$ cat config.mk
export PLATFORM = sky130hd
export DESIGN_NAME = map_probe_responder
export DESIGN_NICKNAME = d
export VERILOG_FILES = /design/src/rtl/map_probe_responder.sv
export SDC_FILE = /design/constraint.sdc
export NUM_CORES = 1
export LEC_CHECK = 0
export ABC_AREA = 1
export BUFFER_PORTS_ARGS = -buffer_cell sky130_fd_sc_hd__buf_2
export CAP_MARGIN = 10
export CORE_MARGIN = 2
export CORE_UTILIZATION = 55
export CTS_CLUSTER_DIAMETER = 80
export DETAILED_ROUTE_END_ITERATION = 8
export PLACE_DENSITY = 0.86
export SLEW_MARGIN = 10
export SYNTH_ARGS = -nofsm -noshare
export SYNTH_HDL_FRONTEND = slang
export SYNTH_SLANG_ARGS = --single-unit
$ cat constraint.sdc
create_clock -name clk -period 10.24 [get_ports clk]
set_input_delay 1.024 -clock clk [delete_from_list [all_inputs] [get_ports clk]]
set_output_delay 1.024 -clock clk [all_outputs]
set_load 0.01 [all_outputs]
$ cat src/rtl/map_probe_responder.sv
// map_probe_responder: answers ball move-legality probes by scanning the leading edge tiles of the world map
//   req_*  : probe handshake (ball top-left x/y, direction), req_ready high only when idle
//   rsp_*  : one-cycle verdict strobe with held move_ok / goal flags
//   map_*  : synchronous map read port, info returned one cycle after map_rd_en
module map_probe_responder #(
  parameter int BALL_SIZE  = 15,
  parameter int WORLD_W    = 640,
  parameter int WORLD_H    = 480,
  parameter int TILE_SHIFT = 2,
  parameter int MAP_ROW_W  = 7,
  parameter int MAP_COL_W  = 8
) (
  input  logic                 clk,
  input  logic                 reset,
  input  logic                 req_valid,
  output logic                 req_ready,
  input  logic [9:0]           req_x,
  input  logic [8:0]           req_y,
  input  logic [1:0]           req_dir,
  output logic                 rsp_valid,
  output logic                 rsp_move_ok,
  output logic                 rsp_goal,
  output logic                 map_rd_en,
  output logic [MAP_ROW_W-1:0] map_row_addr,
  output logic [MAP_COL_W-1:0] map_col_addr,
  input  logic [1:0]           map_loc_info
);
  typedef enum logic [1:0] {IDLE, ISSUE, DRAIN, RESP} state_t;
  localparam logic [10:0] BS     = 11'(BALL_SIZE);
  localparam logic [4:0]  K_LAST = 5'(BALL_SIZE - 1);
  localparam logic [1:0]  UP = 2'b00, DOWN = 2'b01, LEFT = 2'b10, RIGHT = 2'b11;
  state_t state_q, state_d;
  logic [9:0] x_q, x_d, sx;
  logic [8:0] y_q, y_d, sy;
  logic [1:0] dir_q, dir_d, sd;
  logic [4:0] k_q, k_d, sk;
  logic ok_q, ok_d, goal_q, goal_d;
  logic req_ready_q, req_ready_d, rsp_valid_q, rsp_valid_d;
  logic rsp_move_ok_q, rsp_move_ok_d, rsp_goal_q, rsp_goal_d, map_rd_en_q, map_rd_en_d;
  logic [MAP_ROW_W-1:0] map_row_addr_q, map_row_addr_d;
  logic [MAP_COL_W-1:0] map_col_addr_q, map_col_addr_d;
  logic accept, oob, sample;
  logic [10:0] px, py;
  always_comb begin
    accept = req_valid & req_ready_q;
    oob = (req_dir == LEFT && req_x == 10'd0) || (req_dir == UP && req_y == 9'd0) ||
          (req_dir == RIGHT && {1'b0, req_x} + BS >= 11'(WORLD_W)) ||
          (req_dir == DOWN && {2'b0, req_y} + BS >= 11'(WORLD_H));
    // info returned during ISSUE pixel k>0 and DRAIN belongs to the previous read
    sample = (state_q == ISSUE && k_q != 5'd0) || state_q == DRAIN;
    // address for the read issued next cycle: pixel 0 from the request, else pixel k+1
    sx = accept ? req_x : x_q;
    sy = accept ? req_y : y_q;
    sd = accept ? req_dir : dir_q;
    sk = accept ? 5'd0 : k_q + 5'd1;
    px = sd == RIGHT ? {1'b0, sx} + BS : sd == LEFT ? {1'b0, sx} - 11'd1 : {1'b0, sx} + {6'b0, sk};
    py = sd == DOWN ? {2'b0, sy} + BS : sd == UP ? {2'b0, sy} - 11'd1 : {2'b0, sy} + {6'b0, sk};
    state_d = state_q == IDLE  ? (accept ? (oob ? RESP : ISSUE) : IDLE) :
              state_q == ISSUE ? (k_q == K_LAST ? DRAIN : ISSUE) :
              state_q == DRAIN ? RESP : IDLE;
    k_d = state_q == ISSUE ? k_q + 5'd1 : 5'd0;
    x_d = sx;
    y_d = sy;
    dir_d = sd;
    // an out-of-bounds probe starts (and ends) with move_ok cleared
    ok_d = accept ? ~oob : ok_q & ~(sample && map_loc_info == 2'b10);
    goal_d = accept ? 1'b0 : goal_q | (sample && map_loc_info == 2'b11);
    req_ready_d = state_d == IDLE;
    rsp_valid_d = state_d == RESP;
    rsp_move_ok_d = state_d == RESP ? ok_d : rsp_move_ok_q;
    rsp_goal_d = state_d == RESP ? goal_d : rsp_goal_q;
    map_rd_en_d = state_d == ISSUE;
    map_row_addr_d = map_rd_en_d ? MAP_ROW_W'(py >> TILE_SHIFT) : map_row_addr_q;
    map_col_addr_d = map_rd_en_d ? MAP_COL_W'(px >> TILE_SHIFT) : map_col_addr_q;
  end
  always_ff @(posedge clk) begin
    if (reset) begin
      state_q <= IDLE;
      x_q <= '0;
      y_q <= '0;
      dir_q <= '0;
      k_q <= '0;
      ok_q <= 1'b0;
      goal_q <= 1'b0;
      req_ready_q <= 1'b1;
      rsp_valid_q <= 1'b0;
      rsp_move_ok_q <= 1'b0;
      rsp_goal_q <= 1'b0;
      map_rd_en_q <= 1'b0;
      map_row_addr_q <= '0;
      map_col_addr_q <= '0;
    end else begin
      state_q <= state_d;
      x_q <= x_d;
      y_q <= y_d;
      dir_q <= dir_d;
      k_q <= k_d;
      ok_q <= ok_d;
      goal_q <= goal_d;
      req_ready_q <= req_ready_d;
      rsp_valid_q <= rsp_valid_d;
      rsp_move_ok_q <= rsp_move_ok_d;
      rsp_goal_q <= rsp_goal_d;
      map_rd_en_q <= map_rd_en_d;
      map_row_addr_q <= map_row_addr_d;
      map_col_addr_q <= map_col_addr_d;
    end
  end
  assign req_ready = req_ready_q;
  assign rsp_valid = rsp_valid_q;
  assign rsp_move_ok = rsp_move_ok_q;
  assign rsp_goal = rsp_goal_q;
  assign map_rd_en = map_rd_en_q;
  assign map_row_addr = map_row_addr_q;
  assign map_col_addr = map_col_addr_q;
endmodule

==> summary.txt, run 1 <==
Outcome
  • Status: finished clean

Synthesis
  • Most common flop cell mapped by yosys: dfxtp_1
  • Cells after Synth: around 500
  • Count of state elements after synthesis: 50
  • Synth warn: 0
  • Avg Inst Size Synth: between 6 and 7 µm²
  • Proportion of synthesized chip area in sequential cells: 29.04%
  • Share of flip-flops with an asynchronous set or reset after synthesis: 0%
  • Post-synth EDFFs: 0
  • Mapped Area: between 0.003 and 0.004 mm²
  • Number of distinct library cell variants in the gate-level netlist after synthesis: 39
  • Number of nets produced by synthesis: 541

Critical path
  • Length in cells of the worst reg-to-reg path: 21
  • Startpoint types: primary input
  • Critical Path End Type: flop
  • Largest fanout of any net on the critical path: 34
  • Critical path start-end classification: in2reg
  • Worst path required time: 10.45 ns
  • Arr. time, crit path: between 4 and 5 ns

STA
  • Setup repair after global routing missed its margin: false
  • Pins Over Slew Limit: 0
  • Final-report setup violation count: 0
  • Final worst path period share: just under 40%
  • Tightest hold margin: 0.4775 ns
  • Final Critical Period: between 4 and 5 ns
  • Final total negative setup slack: 0 ns
  • Final hold viol count: 0
  • Skew final: 0.009005 ns
  • Smallest setup slack after layout: around 6.2 ns
  • Transition time at the pin with the least slew margin: slightly above 0.8 ns
  • Max Clock Freq: ~0.25 GHz
  • Worst rel slew slack: about 45%

Floorplanning
  • Starting Density: 57.54%
  • Placeable core region: 0.005991 mm²
  • Die ar.: 0.006916 mm²
  • Die width: ~83 µm
  • Number of primary I/O pins: 46
  • Standard-cell row count: 28
  • Die Ht: between 80 and 90 µm

Route
  • Detail-routed net length per standard cell: 13.30 µm
  • Remaining number of nets flagged by the antenna check after routing: 0
  • Aggregate routed wire length: just over 8000 µm
  • Router iterations before antenna repair: 4
  • Starting DRT DRC Count: 109
  • Highest layer used for signal routing: met4
  • DRC Markers: 0
  • Metal-1 WL: 3536 µm
  • Met2 WL post-DR: approximately 4000 µm
  • Total via count in the routed design: ~3300
  • Vias per cell: between 5 and 6
  • Routed wl met3: approximately 350 µm

CTS
  • Hold Buf Count CTS: 0
  • # H-tree levels: 2
  • Clock sinks: 50
  • Number of buffers inserted to repair setup after CTS: 0
  • Number of gates resized after cts: 0
  • Number of buffers created by CTS: 5
  • Clock edge transition at the registers on the reported setup and hold paths: approximately 0.09 ns
  • Number of buffers on the longest clock path: 2
  • Clock tree root buffer cell: clkbuf_8
  • TritonCTS clock tree: done
  • Latest clock arrival within the worst-skew pair: about 0.31 ns

Power
  • Worst supply voltage drop on vdd: 0.0001252 V
  • LEAKAGE: 2.006 nW
  • Overall Power: approximately 0.77 mW
  • Areal power density over the cells: a little over 200 mW/mm²

Worst hold path
  • Hold WC Path Type: reg2reg
  • Instance count along the most critical hold path: 2

Cells and area
  • Area growth from synthesis to layout: 10.13%
  • Final instance area: about 0.0038 mm²
  • Final core area utilization: 63.37%
  • Number of nets at the end of the flow: just under 600
  • Cell Count, Final, Fillers Out: between 600 and 700
  • Layout cell share with drive strength beyond 1: about a quarter
  • FILL cells: 546
  • Antenna diode count: 0

Place
  • DP Area: between 0.003 and 0.004 mm²
  • Final estimated routing congestion in global placement: around 0.91
  • Setup slack after placement: ~6 ns
  • DPL Wire Length: ~6000 µm
  • Count of buffers inserted at the top-level ports: between 40 and 50
  • # placed instances: between 600 and 700

Global route
  • Global Route Usage Sum: 23.93%
  • Largest net degree at the start of global routing: 39
  • Via count of the first global-routing pass: around 3200
  • Overall overflow remaining after global route: 0
  • Number of antenna violations at the first check in global routing: 0
  • First-pass GRT wire length: ~14000 µm

Job
  • Number of maximum-capacitance violations: 0
critical path, stage by stage:
cell	delay, ns
buf_2	0.13
nand2_4	0.28
nand2_2	0.16
ha_1	0.23
nand2_1	0.13
a21oi_1	0.08
ha_1	0.33
nand2_1	0.13
and3_1	0.22
nor3_1	0.06
ha_1	0.34
nand2_1	0.09
nor3_1	0.18
nand3_1	0.11
nand2_1	0.14
a21o_1	0.17
nand3_1	0.09
nand2_1	0.07
nand2_1	0.04
a21oi_1	0.14
nor2_1	0.06
worst paths after layout:
kind	from	endpoint	slack (ns)
worst min register to register	map_row_addr[0]	map_row_addr[0]	0.48
worst max register to register	k_q[0]	map_col_addr[6]	6.56
worst min-delay path	map_row_addr[0]	map_row_addr[0]	0.48
worst max-delay path	req_valid	map_col_addr[6]	6.23
layer usage:
| metal | vias to the layer above | GRT usage, % |
|---|---|---|
| li1 | 1670 | - |
| met1 | 1506 | 28.06 |
| met2 | 93 | 42.01 |
| met3 | 26 | 4.076 |
| met4 | 0 | 11.62 |
| met5 | - | 0 |
power by group:
group / switching, mW / internal [mW]
logic: 0.233 / 0.152
registers: 0.0127 / 0.226
clock network: 0.0694 / 0.0730
total: 0.315 / 0.451
cell usage in the layout, fill, tap and decap left out, types with 7 or more instances in the layout:
cell type,synthesis,layout
nand2_1,82,82
inv_1,65,65
nor2_1,58,58
dfxtp_1,50,50
buf_2,0,45
o21ai_0,34,34
nand3_1,30,30
or2_2,23,23
a21oi_1,22,22
ha_1,22,22
nand2_2,10,10
nand3_2,10,10
inv_2,9,9
nand4_1,9,9
a21oi_2,9,9
a31oi_1,7,7
Yosys cell counts (5+ instances only):
| library cell | number | area (µm²) |
|---|---|---|
| nand2_1 | 82 | 307.8 |
| inv_1 | 65 | 244.0 |
| nor2_1 | 58 | 217.7 |
| dfxtp_1 | 50 | 1001 |
| o21ai_0 | 34 | 170.2 |
| nand3_1 | 30 | 150.1 |
| or2_2 | 23 | 143.9 |
| a21oi_1 | 22 | 110.1 |
| ha_1 | 22 | 275.3 |
| nand2_2 | 10 | 62.56 |
| nand3_2 | 10 | 100.1 |
| a21oi_2 | 9 | 78.83 |
| inv_2 | 9 | 33.78 |
| nand4_1 | 9 | 56.30 |
| a31oi_1 | 7 | 43.79 |
| clkbuf_1 | 6 | 22.52 |
| nand2_4 | 6 | 67.56 |
| xor2_1 | 6 | 52.55 |
| nor3_1 | 5 | 25.02 |
logic make-up (layout without fill, tap and decap cells):
group	count (synthesis)	after routing	synth area share, %
AO/OA/AOI/OAI	85	85	14.92
flip-flops	50	50	29.04
XOR/XNOR	9	9	2.287
buffers and inverters	86	127	10.38
adder cells (fa/ha/maj)	22	22	7.985
AND/OR/NAND/NOR	241	241	35.39
state kept, by name, indices dropped and copies added, names as in the netlist, 2 cells and up:
signal / count
k_q: 5
map_col_addr: 8
y_q: 9
state_q: 2
map_row_addr: 7
x_q: 10
dir_q: 2
area by class of cell:
class | instances | area (µm²) | share of cell area (%)
multi-input cells | 357 | 2088 | 55.01
flip-flops and latches | 50 | 1001 | 26.37
inverters | 74 | 277.8 | 7.317
repair buffers | 45 | 225.2 | 5.933
well taps | 75 | 93.84 | 2.472
clock buffers | 6 | 72.57 | 1.912
clock inverters | 2 | 37.54 | 0.9888
Power figures use the tool's default switching activity.
==> run 2: changes to the inputs <==
clock period = 4.1 ns   (was 10.24 ns; I/O delays follow)
==> run 2 against run 1 <==
Die area did not move; critical path depth unchanged; via count shrank 3.4%; routed wire length fell by 4.7%; setup slack got worse by 5.7 ns; total power increased by 140%; first-iteration DRC count is 40% higher; final cell count unchanged; largest cell class unchanged; critical path type is now reg2reg; worst hold slack got worse by 0.065 ns; global-route usage down 0.36 points.
==> summary.txt, run 2 (synthesis results as in run 1) <==
Outcome
  • Status: finished clean (unchanged)

STA
  • Smallest setup slack after layout: 0.4871 ns (was 6.229 ns)
  • Final total negative setup slack: 0 ns (unchanged)
  • Setup repair after global routing missed its margin: false (unchanged)
  • Final Critical Period: approximately 3.6 ns
  • Max Clock Freq: 0.2768 GHz
  • Final hold viol count: 0 (unchanged)
  • Tightest hold margin: 0.4122 ns (was 0.4775 ns)
  • Final worst path period share: roughly 88%
  • Skew final: 0.007821 ns (was 0.009005 ns)
  • Worst rel slew slack: 45.29% (was 45.25%)
  • Pins Over Slew Limit: 0 (unchanged)
  • Transition time at the pin with the least slew margin: 0.8206 ns (was 0.8212 ns)
  • Final-report setup violation count: 0 (unchanged)

Cells and area
  • Most frequent standard cell in the layout excluding fill and tap cells: nand2_1 (unchanged)
  • Register containing the most flip-flops in the final layout: x_q (unchanged)
  • Antenna diode count: 0 (unchanged)
  • Layout cell share with drive strength beyond 1: 23.97% (was 23.78%)
  • Max reg flops: 10 (unchanged)
  • Most used cells in the layout excluding fill and tap cells: 82 x nand2_1, 65 x inv_1, 58 x nor2_1, 50 x dfxtp_1, 45 x buf_2 (unchanged)
  • Area growth from synthesis to layout: 9.546% (was 10.13%)
  • Number of nets at the end of the flow: 582 (was 581)
  • Cell Count, Final, Fillers Out: 609 (unchanged)

Worst hold path
  • Endpoint of the worst hold path: x_q[3] (was map_row_addr[0])
  • Instance count along the most critical hold path: 3 (was 2)
  • Worst hold start: req_x[3] (was map_row_addr[0])
  • Hold WC Path Type: in2reg (was reg2reg)

Critical path
  • Critical Path End Type: flop (unchanged)
  • Critical path start-end classification: reg2reg (was in2reg)
  • Startpoint types: flop (was primary input)
  • Largest fanout of any net on the critical path: 6 (was 34)
  • Length in cells of the worst reg-to-reg path: 21 (unchanged)
  • Worst r2r dst: map_col_addr[6] (unchanged)
  • Arr. time, crit path: 3.82 ns (was 4.22 ns)
  • FF-to-FF setup slack: 0.49 ns (was 6.56 ns)
  • Most prevalent standard cell on the critical path: nand2_1 (unchanged)
  • Worst path required time: 4.31 ns (was 10.45 ns)
  • Worst-path cell with the longest stage delay: dfxtp_1 (was ha_1)
  • Launch instance of the worst register-to-register path: k_q[0] (unchanged)
  • Cells traversed along the worst timing path: inv_2 > ha_1 > nand2_1 > ha_1 > nand2_1 > a21oi_1 > ha_1 > nand2_1 > and3_1 > nor3_1 > ha_1 > nand2_1 > nor3_1 > nand3_1 > nand2_1 > a21o_1 > nand3_1 > nand2_1 > nand2_1 > a21oi_1 > nor2_1 (was buf_2 > nand2_4 > nand2_2 > ha_1 > nand2_1 > a21oi_1 > ha_1 > nand2_1 > and3_1 > nor3_1 > ha_1 > nand2_1 > nor3_1 > nand3_1 > nand2_1 > a21o_1 > nand3_1 > nand2_1 > nand2_1 > a21oi_1 > nor2_1)
  • Slowest stage delay, CP: 0.47 ns (was 0.34 ns)

Global route
  • First-pass GRT wire length: 13680 µm (was 13880 µm)
  • Via count of the first global-routing pass: 3058 (was 3242)
  • Number of antenna violations at the first check in global routing: 0 (unchanged)
  • Largest net degree at the start of global routing: 39 (unchanged)
  • Global Route Usage Sum: 23.57% (was 23.93%)
  • Overall overflow remaining after global route: 0 (unchanged)

Place
  • Final estimated routing congestion in global placement: 0.8884 (was 0.9053)
  • DPL Wire Length: 5902 µm (was 6037 µm)
  • Count of buffers inserted at the top-level ports: 45 (unchanged)
  • Setup slack after placement: 0.5564 ns (was 5.978 ns)
  • # placed instances: 602 (was 601)

CTS
  • Number of buffers inserted to repair setup after CTS: 0 (unchanged)
  • # H-tree levels: 2 (unchanged)
  • Number of gates resized after cts: 0 (unchanged)
  • Hold Buf Count CTS: 0 (unchanged)
  • Latest clock arrival within the worst-skew pair: 0.31 ns (about the same)
  • Number of buffers created by CTS: 5 (unchanged)
  • Number of buffers on the longest clock path: 2 (unchanged)
  • TritonCTS clock tree: done (unchanged)
  • Clock tree root buffer cell: clkbuf_8 (unchanged)
  • Clock edge transition at the registers on the reported setup and hold paths: 0.10 ns (was 0.09 ns)
  • Clock sinks: 50 (unchanged)

Floorplanning
  • Placeable core region: 0.005991 mm² (unchanged)
  • Die width: 83.17 µm (unchanged)
  • Die Ht: 83.17 µm (unchanged)
  • Standard-cell row count: 28 (unchanged)
  • Die ar.: 0.006916 mm² (unchanged)
  • Starting Density: 57.54% (unchanged)
  • Number of primary I/O pins: 46 (unchanged)

Route
  • DRC Markers: 0 (unchanged)
  • Router iterations before antenna repair: 4 (unchanged)
  • Remaining number of nets flagged by the antenna check after routing: 0 (unchanged)
  • Aggregate routed wire length: 7724 µm (was 8101 µm)
  • Starting DRT DRC Count: 153 (was 109)
  • Detail-routed net length per standard cell: 12.68 µm (was 13.30 µm)
  • Total via count in the routed design: 3184 (was 3295)
  • Vias per cell: 5.228 (was 5.411)

Power
  • LEAKAGE: 2.003 nW (was 2.006 nW)
  • Worst supply voltage drop on vdd: 0.0003507 V (was 0.0001252 V)
  • Areal power density over the cells: 486.5 mW/mm² (was 201.8 mW/mm²)

Job
  • Number of maximum-capacitance violations: 0 (unchanged)
run 2: changes by cell type in the layout (fill, tap and decap cells not counted), sizes merged:
| cell | delta |
|---|---|
| clkinvlp | -1 |
| inv | +1 |
| clkinv | +1 |
| bufinv | -1 |
| buf | +1 |
| clkbuf | -1 |
run 2: layout make-up:
type,count,area (µm²)
clock buffer,5,68.82
clock inverter,2,13.76
fill,561,2215
inverter,74,277.8
multi-input combinational,357,2088
sequential,50,1001
tap,75,93.84
timing repair buffer,46,232.7
run 2: per-layer routing:
metal | global-route usage [%] | vias up | wire length [µm]
met5 | 0 | - | 0
met1 | 30.02 | 1434 | 3584
met4 | 7.601 | 0 | 204
met3 | 3.877 | 15 | 282
li1 | - | 1670 | -
met2 | 40.54 | 65 | 3653
run 2: stage by stage:
step | power, mW | area, µm² | utilization (%)
2_1_floorplan | 1.359 | 3447 | -
3_3_place_gp | 1.519 | 3694 | 61.65
3_5_place_dp | 1.551 | 3694 | 61.65
4_1_cts | 1.845 | 3776 | 63.03
5_1_grt | 2.015 | 3776 | 63.03
6_report | 1.837 | 3776 | 63.03
run 2: how the worst max path moves through the flow:
stage	startpoint	end	slack, ns
2_1_floorplan	req_valid	map_col_addr[6]	0.77
3_3_place_gp	req_valid	map_col_addr[6]	0.62
3_5_place_dp	req_valid	map_col_addr[6]	0.56
4_1_cts	k_q[0]	map_col_addr[6]	0.51
5_1_grt	k_q[0]	map_col_addr[7]	0.10
6_report	k_q[0]	map_col_addr[6]	0.49
run 2: power breakdown:
part	switching, mW	internal, mW	total, mW
registers	0.0322	0.565	0.597
clock network	0.172	0.118	0.290
logic	0.570	0.380	0.950
total	0.774	1.06	1.84
run 2: critical path, delay by kind of cell (launching register included):
kind,cells,cell delay [ns]
adder cells (fa/ha/maj),4,1.12
AND/OR/NAND/NOR,13,1.32
buffers and inverters,1,0.10
flip-flops,1,0.47
AO/OA/AOI/OAI,3,0.50
==> run 3: changes to the inputs <==
REMOVE_ABC_BUFFERS = 1   (was not set)
==> run 3 against run 2 <==
Maximum frequency about the same; total power up 4.4%; via count up 4.2%; sequential cell count unchanged; routed wire length up 7.0%; final cell count up 0.33%; count of clock-buffer cells in the layout unchanged; sequential share of layout area down 0.27 points; design area up 1.0%; combinational power up 2%; clock skew up 0.0059 ns; utilization up 0.65 points; highest routed layer unchanged; largest power group unchanged; critical path type unchanged.
==> summary.txt, run 3 (synthesis results as in run 1) <==
Place
  • DPL Wire Length: 6229 µm (was 5902 µm)
  • DP Area: 0.003701 mm² (was 0.003694 mm²)
  • Count of buffers inserted at the top-level ports: 45 (unchanged)
  • Final estimated routing congestion in global placement: 0.9028 (was 0.8884)

Cells and area
  • Max reg flops: 10 (unchanged)
  • Final core area utilization: 63.68% (was 63.03%)
  • Most frequent standard cell in the layout excluding fill and tap cells: nand2_1 (unchanged)
  • Area used by sequential logic in the layout: 0.001001 mm² (unchanged)
  • Area occupied by multi-input gates: 0.002088 mm² (unchanged)
  • FILL cells: 555 (was 561)
  • Final instance area: 0.003815 mm² (was 0.003776 mm²)
  • Number of nets at the end of the flow: 583 (was 582)
  • Antenna diode count: 0 (unchanged)
  • Most used cells in the layout excluding fill and tap cells: 82 x nand2_1, 65 x inv_1, 58 x nor2_1, 50 x dfxtp_1, 45 x buf_2 (unchanged)
  • Register containing the most flip-flops in the final layout: x_q (unchanged)
  • Area growth from synthesis to layout: 10.67% (was 9.546%)
  • Layout cell share with drive strength beyond 1: 24.25% (was 23.97%)

STA
  • Max Clock Freq: 0.2770 GHz (was 0.2768 GHz)
  • Skew final: 0.01377 ns (was 0.007821 ns)
  • Pins Over Slew Limit: 0 (unchanged)
  • Final worst path period share: 88.04% (was 88.12%)
  • Setup repair after global routing missed its margin: false (unchanged)
  • Transition time at the pin with the least slew margin: 0.4846 ns (was 0.8206 ns)
  • Final-report setup violation count: 0 (unchanged)
  • Final total negative setup slack: 0 ns (unchanged)
  • Final Critical Period: 3.610 ns (was 3.613 ns)
  • Worst rel slew slack: 67.69% (was 45.29%)
  • Final hold viol count: 0 (unchanged)

Critical path
  • Cells traversed along the worst timing path: inv_2 > ha_1 > nand2_1 > ha_1 > nand2_1 > a21oi_1 > ha_1 > nand2_1 > and3_1 > nor3_1 > ha_1 > a21o_1 > a31oi_1 > nand2_1 > a21o_1 > nand3_1 > nand3_1 > a21oi_1 > nor2_1 (was inv_2 > ha_1 > nand2_1 > ha_1 > nand2_1 > a21oi_1 > ha_1 > nand2_1 > and3_1 > nor3_1 > ha_1 > nand2_1 > nor3_1 > nand3_1 > nand2_1 > a21o_1 > nand3_1 > nand2_1 > nand2_1 > a21oi_1 > nor2_1)
  • Arr. time, crit path: 3.81 ns (was 3.82 ns)
  • Critical path start-end classification: reg2reg (unchanged)
  • Worst-path cell with the longest stage delay: dfxtp_1 (unchanged)
  • Largest fanout of any net on the critical path: 6 (unchanged)
  • Startpoint types: flop (unchanged)
  • Critical Path End Type: flop (unchanged)
  • Worst path required time: 4.30 ns (was 4.31 ns)
  • Slowest stage delay, CP: 0.43 ns (was 0.47 ns)

Floorplanning
  • Standard-cell row count: 28 (unchanged)
  • Die ar.: 0.006916 mm² (unchanged)
  • Placeable core region: 0.005991 mm² (unchanged)
  • Die width: 83.17 µm (unchanged)
  • Die Ht: 83.17 µm (unchanged)
  • Number of primary I/O pins: 46 (unchanged)
  • Starting Density: 57.54% (unchanged)

Global route
  • Global Route Usage Sum: 24.59% (was 23.57%)
  • First-pass GRT wire length: 14170 µm (was 13680 µm)
  • Overall overflow remaining after global route: 0 (unchanged)
  • Via count of the first global-routing pass: 3299 (was 3058)
  • Number of antenna violations at the first check in global routing: 0 (unchanged)
  • Largest net degree at the start of global routing: 30 (was 39)

CTS
  • Number of buffers inserted to repair setup after CTS: 0 (unchanged)
  • Number of buffers on the longest clock path: 2 (unchanged)
  • # H-tree levels: 2 (unchanged)
  • Latest clock arrival within the worst-skew pair: 0.31 ns (about the same)
  • Hold Buf Count CTS: 0 (unchanged)
  • Number of buffers created by CTS: 5 (unchanged)
  • Clock edge transition at the registers on the reported setup and hold paths: 0.10 ns (about the same)
  • Clock tree root buffer cell: clkbuf_8 (unchanged)
  • Clock sinks: 50 (unchanged)
  • TritonCTS clock tree: done (unchanged)
  • Number of gates resized after cts: 0 (unchanged)

Route
  • Aggregate routed wire length: 8264 µm (was 7724 µm)
  • Detail-routed net length per standard cell: 13.53 µm (was 12.68 µm)
  • Starting DRT DRC Count: 150 (was 153)
  • DRC Markers: 0 (unchanged)
  • Vias per cell: 5.430 (was 5.228)
  • Remaining number of nets flagged by the antenna check after routing: 0 (unchanged)
  • Router iterations before antenna repair: 4 (unchanged)
  • Total via count in the routed design: 3318 (was 3184)

Power
  • LEAKAGE: 2.014 nW (was 2.003 nW)
  • Areal power density over the cells: 502.8 mW/mm² (was 486.5 mW/mm²)
  • Overall Power: 1.918 mW (was 1.837 mW)
  • Worst supply voltage drop on vdd: 0.0003235 V (was 0.0003507 V)

Job
  • Number of maximum-capacitance violations: 0 (unchanged)

Worst hold path
  • Hold WC Path Type: in2reg (unchanged)

Outcome
  • Status: finished clean (unchanged)
==> run 3: cell types whose count changed in the layout (fill, tap and decap cells not counted), sizes merged <==
cell / previous run / this run
inv: 75 / 74
clkinv: 1 / 0
bufinv: 0 / 1
clkinvlp: 0 / 2
buf: 46 / 47
==> run 3: final cells by class <==
cell class / count / area share [%]
sequential: 50 / 26.24
clock buffer: 5 / 1.804
clock inverter: 3 / 1.181
timing repair buffer: 47 / 6.297
tap: 75 / 2.460
multi-input combinational: 357 / 54.74
inverter: 74 / 7.281
==> run 3: worst max-delay path, delay by kind of cell, from the launching register on <==
kind                     cells  cell delay (ns)
flip-flops                   1             0.43
buffers and inverters        1             0.09
adder cells (fa/ha/maj)      4             1.16
AND/OR/NAND/NOR              9             1.07
AO/OA/AOI/OAI                5             0.77
==> run 3: through the flow <==
step           cells  setup WS, ns  hold WS [ns]
2_1_floorplan    481        0.8794        0.4462
3_3_place_gp     603        0.6285        0.4630
3_5_place_dp     603        0.4373        0.4653
4_1_cts          611        0.5315        0.3815
5_1_grt          611        0.2368        0.3826
6_report         611        0.4903        0.3924
==> run 3: power by group <==
group	internal [mW]	switching, mW
Sequential	0.565	0.0332
Combinational	0.380	0.587
Clock	0.182	0.172
==> run 3: routing by layer <==
metal  global-route usage, %  wire, µm
met1                   29.45      3645
met2                   43.55      4017
met3                   4.672       449
met4                   8.942       151
met5                       0         0
==> run 3: worst paths after layout <==
kind,from,to,slack [ns],cells past startpoint
worst max-delay path,k_q[0],map_col_addr[6],0.49,19
worst min-delay path,req_y[0],y_q[0],0.39,3
worst max register to register,k_q[0],map_col_addr[6],0.49,19
worst min register to register,map_col_addr[1],map_col_addr[1],0.48,2
